**config.mk**
```make
export PLATFORM = sky130hd
export DESIGN_NAME = hazard_unit_flat
export DESIGN_NICKNAME = d
export VERILOG_FILES = /design/src/rtl/hazard_unit_if.sv /design/src/rtl/hazard_unit.sv /design/src/flat_wrapper.sv
export SDC_FILE = /design/constraint.sdc
export NUM_CORES = 1
export LEC_CHECK = 0
export BUFFER_PORTS_ARGS = -buffer_cell sky130_fd_sc_hd__clkbuf_2
export CORE_MARGIN = 3
export CORE_UTILIZATION = 46
export CTS_BUF_LIST = sky130_fd_sc_hd__clkbuf_2 sky130_fd_sc_hd__clkbuf_4 sky130_fd_sc_hd__clkbuf_8
export DETAILED_ROUTE_END_ITERATION = 6
export GPL_ROUTABILITY_DRIVEN = 1
export PLACE_DENSITY = 0.88
export SETUP_SLACK_MARGIN = 0.05
export SKIP_CTS_REPAIR_TIMING = 1
export SLEW_MARGIN = 20
export SYNTH_ARGS = -nofsm -noshare
export SYNTH_HDL_FRONTEND = slang
export SYNTH_SLANG_ARGS = --single-unit
```
**constraint.sdc**
```tcl
create_clock -name clk -period 1.85 [get_ports clk]
set_input_delay 0.2775 -clock clk [delete_from_list [all_inputs] [get_ports clk]]
set_output_delay 0.2775 -clock clk [all_outputs]
set_load 0.02 [all_outputs]
```
**src/rtl/hazard_unit_if.sv**
```systemverilog
// Pipeline hazard interface: stage register/control inputs and stall, flush,
// forward and multicycle status outputs.
interface hazard_unit_if;
    logic [3:0]  RA1D, RA2D, RA1E, RA2E;
    logic [3:0]  WA3E, WA3M, WA3W;
    logic        RegWriteM, RegWriteW, MemtoRegE, BranchTakenE;
    logic        PCSrcD, PCSrcE, PCSrcM, PCSrcW;
    logic        MulStartE, MulDoneE;
    logic        StallF, StallD, StallE, FlushD, FlushE;
    logic [1:0]  ForwardAE, ForwardBE;
    logic        MulBusy, MulTimeout;
    logic [15:0] StallCount, FlushCount;

    modport master (
        output RA1D, RA2D, RA1E, RA2E, WA3E, WA3M, WA3W,
               RegWriteM, RegWriteW, MemtoRegE, BranchTakenE,
               PCSrcD, PCSrcE, PCSrcM, PCSrcW, MulStartE, MulDoneE,
        input  StallF, StallD, StallE, FlushD, FlushE, ForwardAE, ForwardBE,
               MulBusy, MulTimeout, StallCount, FlushCount
    );

    modport slave (
        input  RA1D, RA2D, RA1E, RA2E, WA3E, WA3M, WA3W,
               RegWriteM, RegWriteW, MemtoRegE, BranchTakenE,
               PCSrcD, PCSrcE, PCSrcM, PCSrcW, MulStartE, MulDoneE,
        output StallF, StallD, StallE, FlushD, FlushE, ForwardAE, ForwardBE,
               MulBusy, MulTimeout, StallCount, FlushCount
    );
endinterface

```
**src/rtl/hazard_unit.sv**
```systemverilog
// Pipeline hazard unit: forwarding, load-use and PC-write stalls, flushes, and a
// multicycle-unit wait FSM with a 63-cycle watchdog and saturating event counters.
module hazard_unit (
    input  logic          clk,
    input  logic          reset,
    hazard_unit_if.slave  hz
);
    typedef enum logic {IDLE, MUL_WAIT} state_t;

    state_t      state, state_nxt;
    logic [5:0]  wd;
    logic        wd_expired, mul_stall, ldr_stall, pc_wr_pending;
    logic        timeout;
    logic [15:0] stall_cnt, flush_cnt;

    // Memory-stage result wins over writeback: it is the younger write.
    function automatic logic [1:0] fwd_sel(input logic [3:0] ra);
        if (hz.RegWriteM && ra == hz.WA3M)      return 2'b10;
        else if (hz.RegWriteW && ra == hz.WA3W) return 2'b01;
        else                                    return 2'b00;
    endfunction

    assign hz.ForwardAE = fwd_sel(hz.RA1E);
    assign hz.ForwardBE = fwd_sel(hz.RA2E);

    assign ldr_stall     = hz.MemtoRegE && (hz.RA1D == hz.WA3E || hz.RA2D == hz.WA3E);
    assign pc_wr_pending = hz.PCSrcD || hz.PCSrcE || hz.PCSrcM;
    assign wd_expired    = (state == MUL_WAIT) && (wd == 6'd63);

    always_comb begin
        state_nxt = state;
        mul_stall = 1'b0;
        case (state)
            IDLE: begin
                if (hz.MulStartE && !hz.MulDoneE) begin
                    state_nxt = MUL_WAIT;
                    mul_stall = 1'b1;
                end
            end
            MUL_WAIT: begin
                if (hz.MulDoneE || wd_expired) state_nxt = IDLE;
                else                           mul_stall = 1'b1;
            end
            default: state_nxt = IDLE;
        endcase
    end

    // A held multicycle op freezes the pipe, so any pending flush waits for release.
    assign hz.StallF = ldr_stall || pc_wr_pending || mul_stall;
    assign hz.StallD = ldr_stall || mul_stall;
    assign hz.StallE = mul_stall;
    assign hz.FlushD = (pc_wr_pending || hz.PCSrcW || hz.BranchTakenE) && !mul_stall;
    assign hz.FlushE = (ldr_stall || hz.BranchTakenE) && !mul_stall;

    assign hz.MulBusy    = (state == MUL_WAIT);
    assign hz.MulTimeout = timeout;
    assign hz.StallCount = stall_cnt;
    assign hz.FlushCount = flush_cnt;

    always_ff @(posedge clk) begin
        if (reset) begin
            state     <= IDLE;
            wd        <= 6'd0;
            timeout   <= 1'b0;
            stall_cnt <= 16'd0;
            flush_cnt <= 16'd0;
        end else begin
            state <= state_nxt;
            // Held at zero while idle, so it is already clear on entry.
            if (state == IDLE) wd <= 6'd0;
            else               wd <= wd + 6'd1;
            if (wd_expired) timeout <= 1'b1;
            if (hz.StallF && stall_cnt != 16'hFFFF) stall_cnt <= stall_cnt + 16'd1;
            if (hz.FlushE && flush_cnt != 16'hFFFF) flush_cnt <= flush_cnt + 16'd1;
        end
    end
endmodule

```
**src/flat_wrapper.sv**
```systemverilog
// flat-port wrapper written by rule: the top's interface ports become plain ports
module hazard_unit_flat 
  (clk, reset, hz_RA1D, hz_RA2D, hz_RA1E, hz_RA2E, hz_WA3E, hz_WA3M, hz_WA3W, hz_RegWriteM, hz_RegWriteW, hz_MemtoRegE, hz_BranchTakenE, hz_PCSrcD, hz_PCSrcE, hz_PCSrcM, hz_PCSrcW, hz_MulStartE, hz_MulDoneE, hz_StallF, hz_StallD, hz_StallE, hz_FlushD, hz_FlushE, hz_ForwardAE, hz_ForwardBE, hz_MulBusy, hz_MulTimeout, hz_StallCount, hz_FlushCount);
  hazard_unit_if hz_i ();
  input  logic clk;
  input  logic reset;
  input wire logic [$bits(hz_i.RA1D)-1:0] hz_RA1D;
  input wire logic [$bits(hz_i.RA2D)-1:0] hz_RA2D;
  input wire logic [$bits(hz_i.RA1E)-1:0] hz_RA1E;
  input wire logic [$bits(hz_i.RA2E)-1:0] hz_RA2E;
  input wire logic [$bits(hz_i.WA3E)-1:0] hz_WA3E;
  input wire logic [$bits(hz_i.WA3M)-1:0] hz_WA3M;
  input wire logic [$bits(hz_i.WA3W)-1:0] hz_WA3W;
  input wire logic [$bits(hz_i.RegWriteM)-1:0] hz_RegWriteM;
  input wire logic [$bits(hz_i.RegWriteW)-1:0] hz_RegWriteW;
  input wire logic [$bits(hz_i.MemtoRegE)-1:0] hz_MemtoRegE;
  input wire logic [$bits(hz_i.BranchTakenE)-1:0] hz_BranchTakenE;
  input wire logic [$bits(hz_i.PCSrcD)-1:0] hz_PCSrcD;
  input wire logic [$bits(hz_i.PCSrcE)-1:0] hz_PCSrcE;
  input wire logic [$bits(hz_i.PCSrcM)-1:0] hz_PCSrcM;
  input wire logic [$bits(hz_i.PCSrcW)-1:0] hz_PCSrcW;
  input wire logic [$bits(hz_i.MulStartE)-1:0] hz_MulStartE;
  input wire logic [$bits(hz_i.MulDoneE)-1:0] hz_MulDoneE;
  output wire logic [$bits(hz_i.StallF)-1:0] hz_StallF;
  output wire logic [$bits(hz_i.StallD)-1:0] hz_StallD;
  output wire logic [$bits(hz_i.StallE)-1:0] hz_StallE;
  output wire logic [$bits(hz_i.FlushD)-1:0] hz_FlushD;
  output wire logic [$bits(hz_i.FlushE)-1:0] hz_FlushE;
  output wire logic [$bits(hz_i.ForwardAE)-1:0] hz_ForwardAE;
  output wire logic [$bits(hz_i.ForwardBE)-1:0] hz_ForwardBE;
  output wire logic [$bits(hz_i.MulBusy)-1:0] hz_MulBusy;
  output wire logic [$bits(hz_i.MulTimeout)-1:0] hz_MulTimeout;
  output wire logic [$bits(hz_i.StallCount)-1:0] hz_StallCount;
  output wire logic [$bits(hz_i.FlushCount)-1:0] hz_FlushCount;
  assign hz_i.RA1D = hz_RA1D;
  assign hz_i.RA2D = hz_RA2D;
  assign hz_i.RA1E = hz_RA1E;
  assign hz_i.RA2E = hz_RA2E;
  assign hz_i.WA3E = hz_WA3E;
  assign hz_i.WA3M = hz_WA3M;
  assign hz_i.WA3W = hz_WA3W;
  assign hz_i.RegWriteM = hz_RegWriteM;
  assign hz_i.RegWriteW = hz_RegWriteW;
  assign hz_i.MemtoRegE = hz_MemtoRegE;
  assign hz_i.BranchTakenE = hz_BranchTakenE;
  assign hz_i.PCSrcD = hz_PCSrcD;
  assign hz_i.PCSrcE = hz_PCSrcE;
  assign hz_i.PCSrcM = hz_PCSrcM;
  assign hz_i.PCSrcW = hz_PCSrcW;
  assign hz_i.MulStartE = hz_MulStartE;
  assign hz_i.MulDoneE = hz_MulDoneE;
  assign hz_StallF = hz_i.StallF;
  assign hz_StallD = hz_i.StallD;
  assign hz_StallE = hz_i.StallE;
  assign hz_FlushD = hz_i.FlushD;
  assign hz_FlushE = hz_i.FlushE;
  assign hz_ForwardAE = hz_i.ForwardAE;
  assign hz_ForwardBE = hz_i.ForwardBE;
  assign hz_MulBusy = hz_i.MulBusy;
  assign hz_MulTimeout = hz_i.MulTimeout;
  assign hz_StallCount = hz_i.StallCount;
  assign hz_FlushCount = hz_i.FlushCount;
  hazard_unit u_core (.clk(clk), .reset(reset), .hz(hz_i));
endmodule
```
==> results.json <==
{
  "run_status": "finished, violations left",
  "violated_checks": "negative setup slack",
  "synth.largest_area_cell": "dfxtp_1",
  "chipWidth_um": 76.7,
  "grt_setup_unrepaired": "true",
  "reg2reg_from": "u_core.wd[0]",
  "reg2reg_depth": 9,
  "final_util": 0.756,
  "yosys_warnings": 0,
  "synthesis.area_per_instance_um2": 8.78,
  "port_buffers": 82,
  "wl_mm": 7.71,
  "complex_gate_fraction_of_the_synthesized_area": 0.138,
  "total_grt_usage": 0.216,
  "pin_count": 83,
  "place.detailed.instances": 447,
  "synth-seq-area-share": 0.348,
  "std_cell_rows": 25,
  "syn_to_final_growth_pct": 57.3,
  "synth-edff-count": 0,
  "synth.top_cells.by_area": "dfxtp_1 (35%), xor2_1 (9.1%), xnor2_1 (8.8%)",
  "hold_path_depth": 3,
  "synth-simple-area-share": 0.272,
  "initial_core_util": 0.481,
  "min_delay_startpoint": "hz_BranchTakenE",
  "worst_setup_hold_path_clk_slew_ns": 0.07,
  "yosys.area_share.adder": 0.0163,
  "yosys.cell_types.count": 48,
  "dpl.hpwl_mm": 4.84,
  "full_die_area_um2": 5890,
  "power_density_nw_per_um2": 543,
  "critical_path.max_fanout": 4,
  "leakage_nw": 1.53,
  "drtIter0Drc": 110,
  "antenna_found_initial": 0,
  "via_count": 2517,
  "place_ws_ns": -0.250,
  "fmaxAchievable_ghz": 0.503,
  "clock_insertion_delay_worst_skew_ns": 0.30,
  "cts_buf_count": 5,
  "hold_path.class": "primary input to register",
  "drc": 0,
  "hold_path_end": "u_core.hz.FlushCount[12]",
  "syn_inst": 262,
  "worst_vdd_drop_v": 0.000376,
  "final_worst_setup_slack_ns": -0.139,
  "whs_ns": 0.487,
  "drt_pass1_iterations": 4,
  "most-common-layout-cells": "clkbuf_2 (76), buf_4 (46), nor2_1 (36), dfxtp_1 (30), xnor2_1 (22)",
  "totalPowerFinal_mw": 1.97,
  "clock-root-buffer": "clkbuf_8",
  "synth_top_family_by_area": "simple AND/OR/NAND/NOR gates",
  "critical_path.top_delay_family": "compound AO/OA/AOI/OAI gates",
  "final_period_minus_worst_setup_slack_ns": 1.99,
  "timing.final.hold_violations": 0,
  "cts_tree": "built",
  "cts_buffer_depth": 2,
  "global_route.overflow_total": 0,
  "grt_start_max_net_pins": 28,
  "cts_sinks": 40,
  "worst-slew-pin-transition_ns": 0.668,
  "timing.critical_path.arrival_ns": 1.71,
  "gp_routability_congestion": 0.865,
  "fin_cells": 466,
  "layout_commonest_cell": "clkbuf_2",
  "synth_xor_xnor_area_share": 0.179,
  "clock_tree.htree_level_count": 2,
  "critical_path.max_stage_delay_ns": 0.37,
  "start_to_end_type_of_the_worst_setup_path": "register to output pin",
  "worst_slew_margin_rel": 0.553,
  "die_y_um": 76.7,
  "final_critical_path_share_of_the_clock_period": 1.08,
  "fraction_of_final_layout_cells_sized_beyond_drive_strength_1": 0.496,
  "cp-end-kind": "output pin",
  "viasPerCell": 5.40,
  "drt.antenna.violating_nets": 0,
  "timing.rr.end": "u_core.hz.StallCount[10]",
  "crit_path_cell_trace": "ha_4 -> nand2_4 -> o221ai_4 -> buf_6 -> inv_2 -> a21oi_1 -> buf_4",
  "setup-violations-final": 18,
  "synth.top_cell.area_share": 0.348,
  "post_dp_cell_area_um2": 3140,
  "timing.critical_path.buf_inv": 3,
  "synth_fp_nets": 305,
  "reg2reg_setup_slack_ns": -0.12,
  "cp_slowest_cell": "dfxtp_2",
  "layout.nets": 441,
  "grt_first_pass_wirelength_mm": 10.4,
  "drv_cap": 0,
  "wl_per_cell_um": 16.6,
  "mappedNetlistArea_um2": 2300,
  "clock-skew-final_ns": 0.0148,
  "cell_area_after_layout_um2": 3620,
  "total_negative_setup_slack_ns": -0.945,
  "critical_path_required_ns": 1.57,
  "synth_mux_area_frac": 0.0190,
  "grt_pass1_vias": 2346,
  "final-max-slew-violation-count": 0,
  "ys.flop_type": "dfxtp_1",
  "yosys_register_bits": 40,
  "core_area_um2": 4790,
  "antenna-diode-count": 0,
  "crit_path_start_kind": "register",
  "asyncSetResetFlopFracSynth": 0
}
## cells in the mapped netlist (6+ instances only)
library cell and number:
dfxtp_1 40, nor2_1 37, xor2_1 24, xnor2_1 23
nand2_1 15, nand3_1 15, a21oi_1 10, inv_1 9
nand4_1 7, nor3_1 7, a211oi_1 6
## sequential cells by signal, summed over array words and instances, names as in the netlist
signal,cells
u_core.hz.MulTimeout,1
u_core.hz.MulBusy,1
u_core.hz.StallCount,16
u_core.wd,6
u_core.hz.FlushCount,16
## worst register-to-register path, stage by stage, from the launching register on
cell and delay, ns:
dfxtp_2 0.35, ha_4 0.17, nand2_4 0.07, o221ai_4 0.15, and2_4 0.22, buf_6 0.13
buf_4 0.13, a2111oi_4 0.35, xnor2_1 0.21, nor2_1 0.07
## worst max path at each step
stage	depth (start not counted)	slack, ns	endpoint	start
global route	9	-0.19	u_core.hz.StallCount[10]	u_core.wd[0]
detailed placement	8	-0.25	u_core.hz.FlushCount[14]	hz_WA3E[0]
floorplan	7	-0.004	u_core.hz.FlushCount[5]	u_core.hz.FlushCount[1]
CTS	7	-0.25	hz_StallF	u_core.wd[1]
finish	7	-0.14	hz_FlushD	u_core.wd[0]
global placement	7	-0.13	u_core.hz.StallCount[11]	hz_WA3E[2]
## per-layer routing
| metal | track usage | vias up | part of all wire |
|---|---|---|---|
| met3 | 0.0552 | 31 | 0.054 |
| met2 | 0.375 | 113 | 0.53 |
| li1 | - | 1199 | - |
| met5 | 0 | - | 0 |
| met1 | 0.245 | 1174 | 0.39 |
| met4 | 0.101 | 0 | 0.032 |
## kinds of logic (layout without fill, tap and decap cells)
kind of cell	after synthesis	in the layout
simple gates	113	113
xor+xnor	47	47
flops	40	40
compound gates	39	39
buf+inv	16	153
mux	4	4
fa+ha+maj	3	3
## power by group
part / internal, mW / leakage (nW) / switching (mW)
registers: 0.876 / 0.328 / 0.0149
logic: 0.189 / 1.15 / 0.226
clock network: 0.355 / 0.0549 / 0.305
## final cells by class
| type | instances | area (µm²) |
|---|---|---|
| Tap cell | 67 | 83.8 |
| Clock buffer | 8 | 104 |
| Fill cell | 331 | 1170 |
| Inverter | 9 | 33.8 |
| Multi-Input combinational cell | 206 | 1690 |
| Sequential cell | 40 | 821 |
| Timing Repair Buffer | 136 | 883 |
Power figures use the tool's default switching activity.
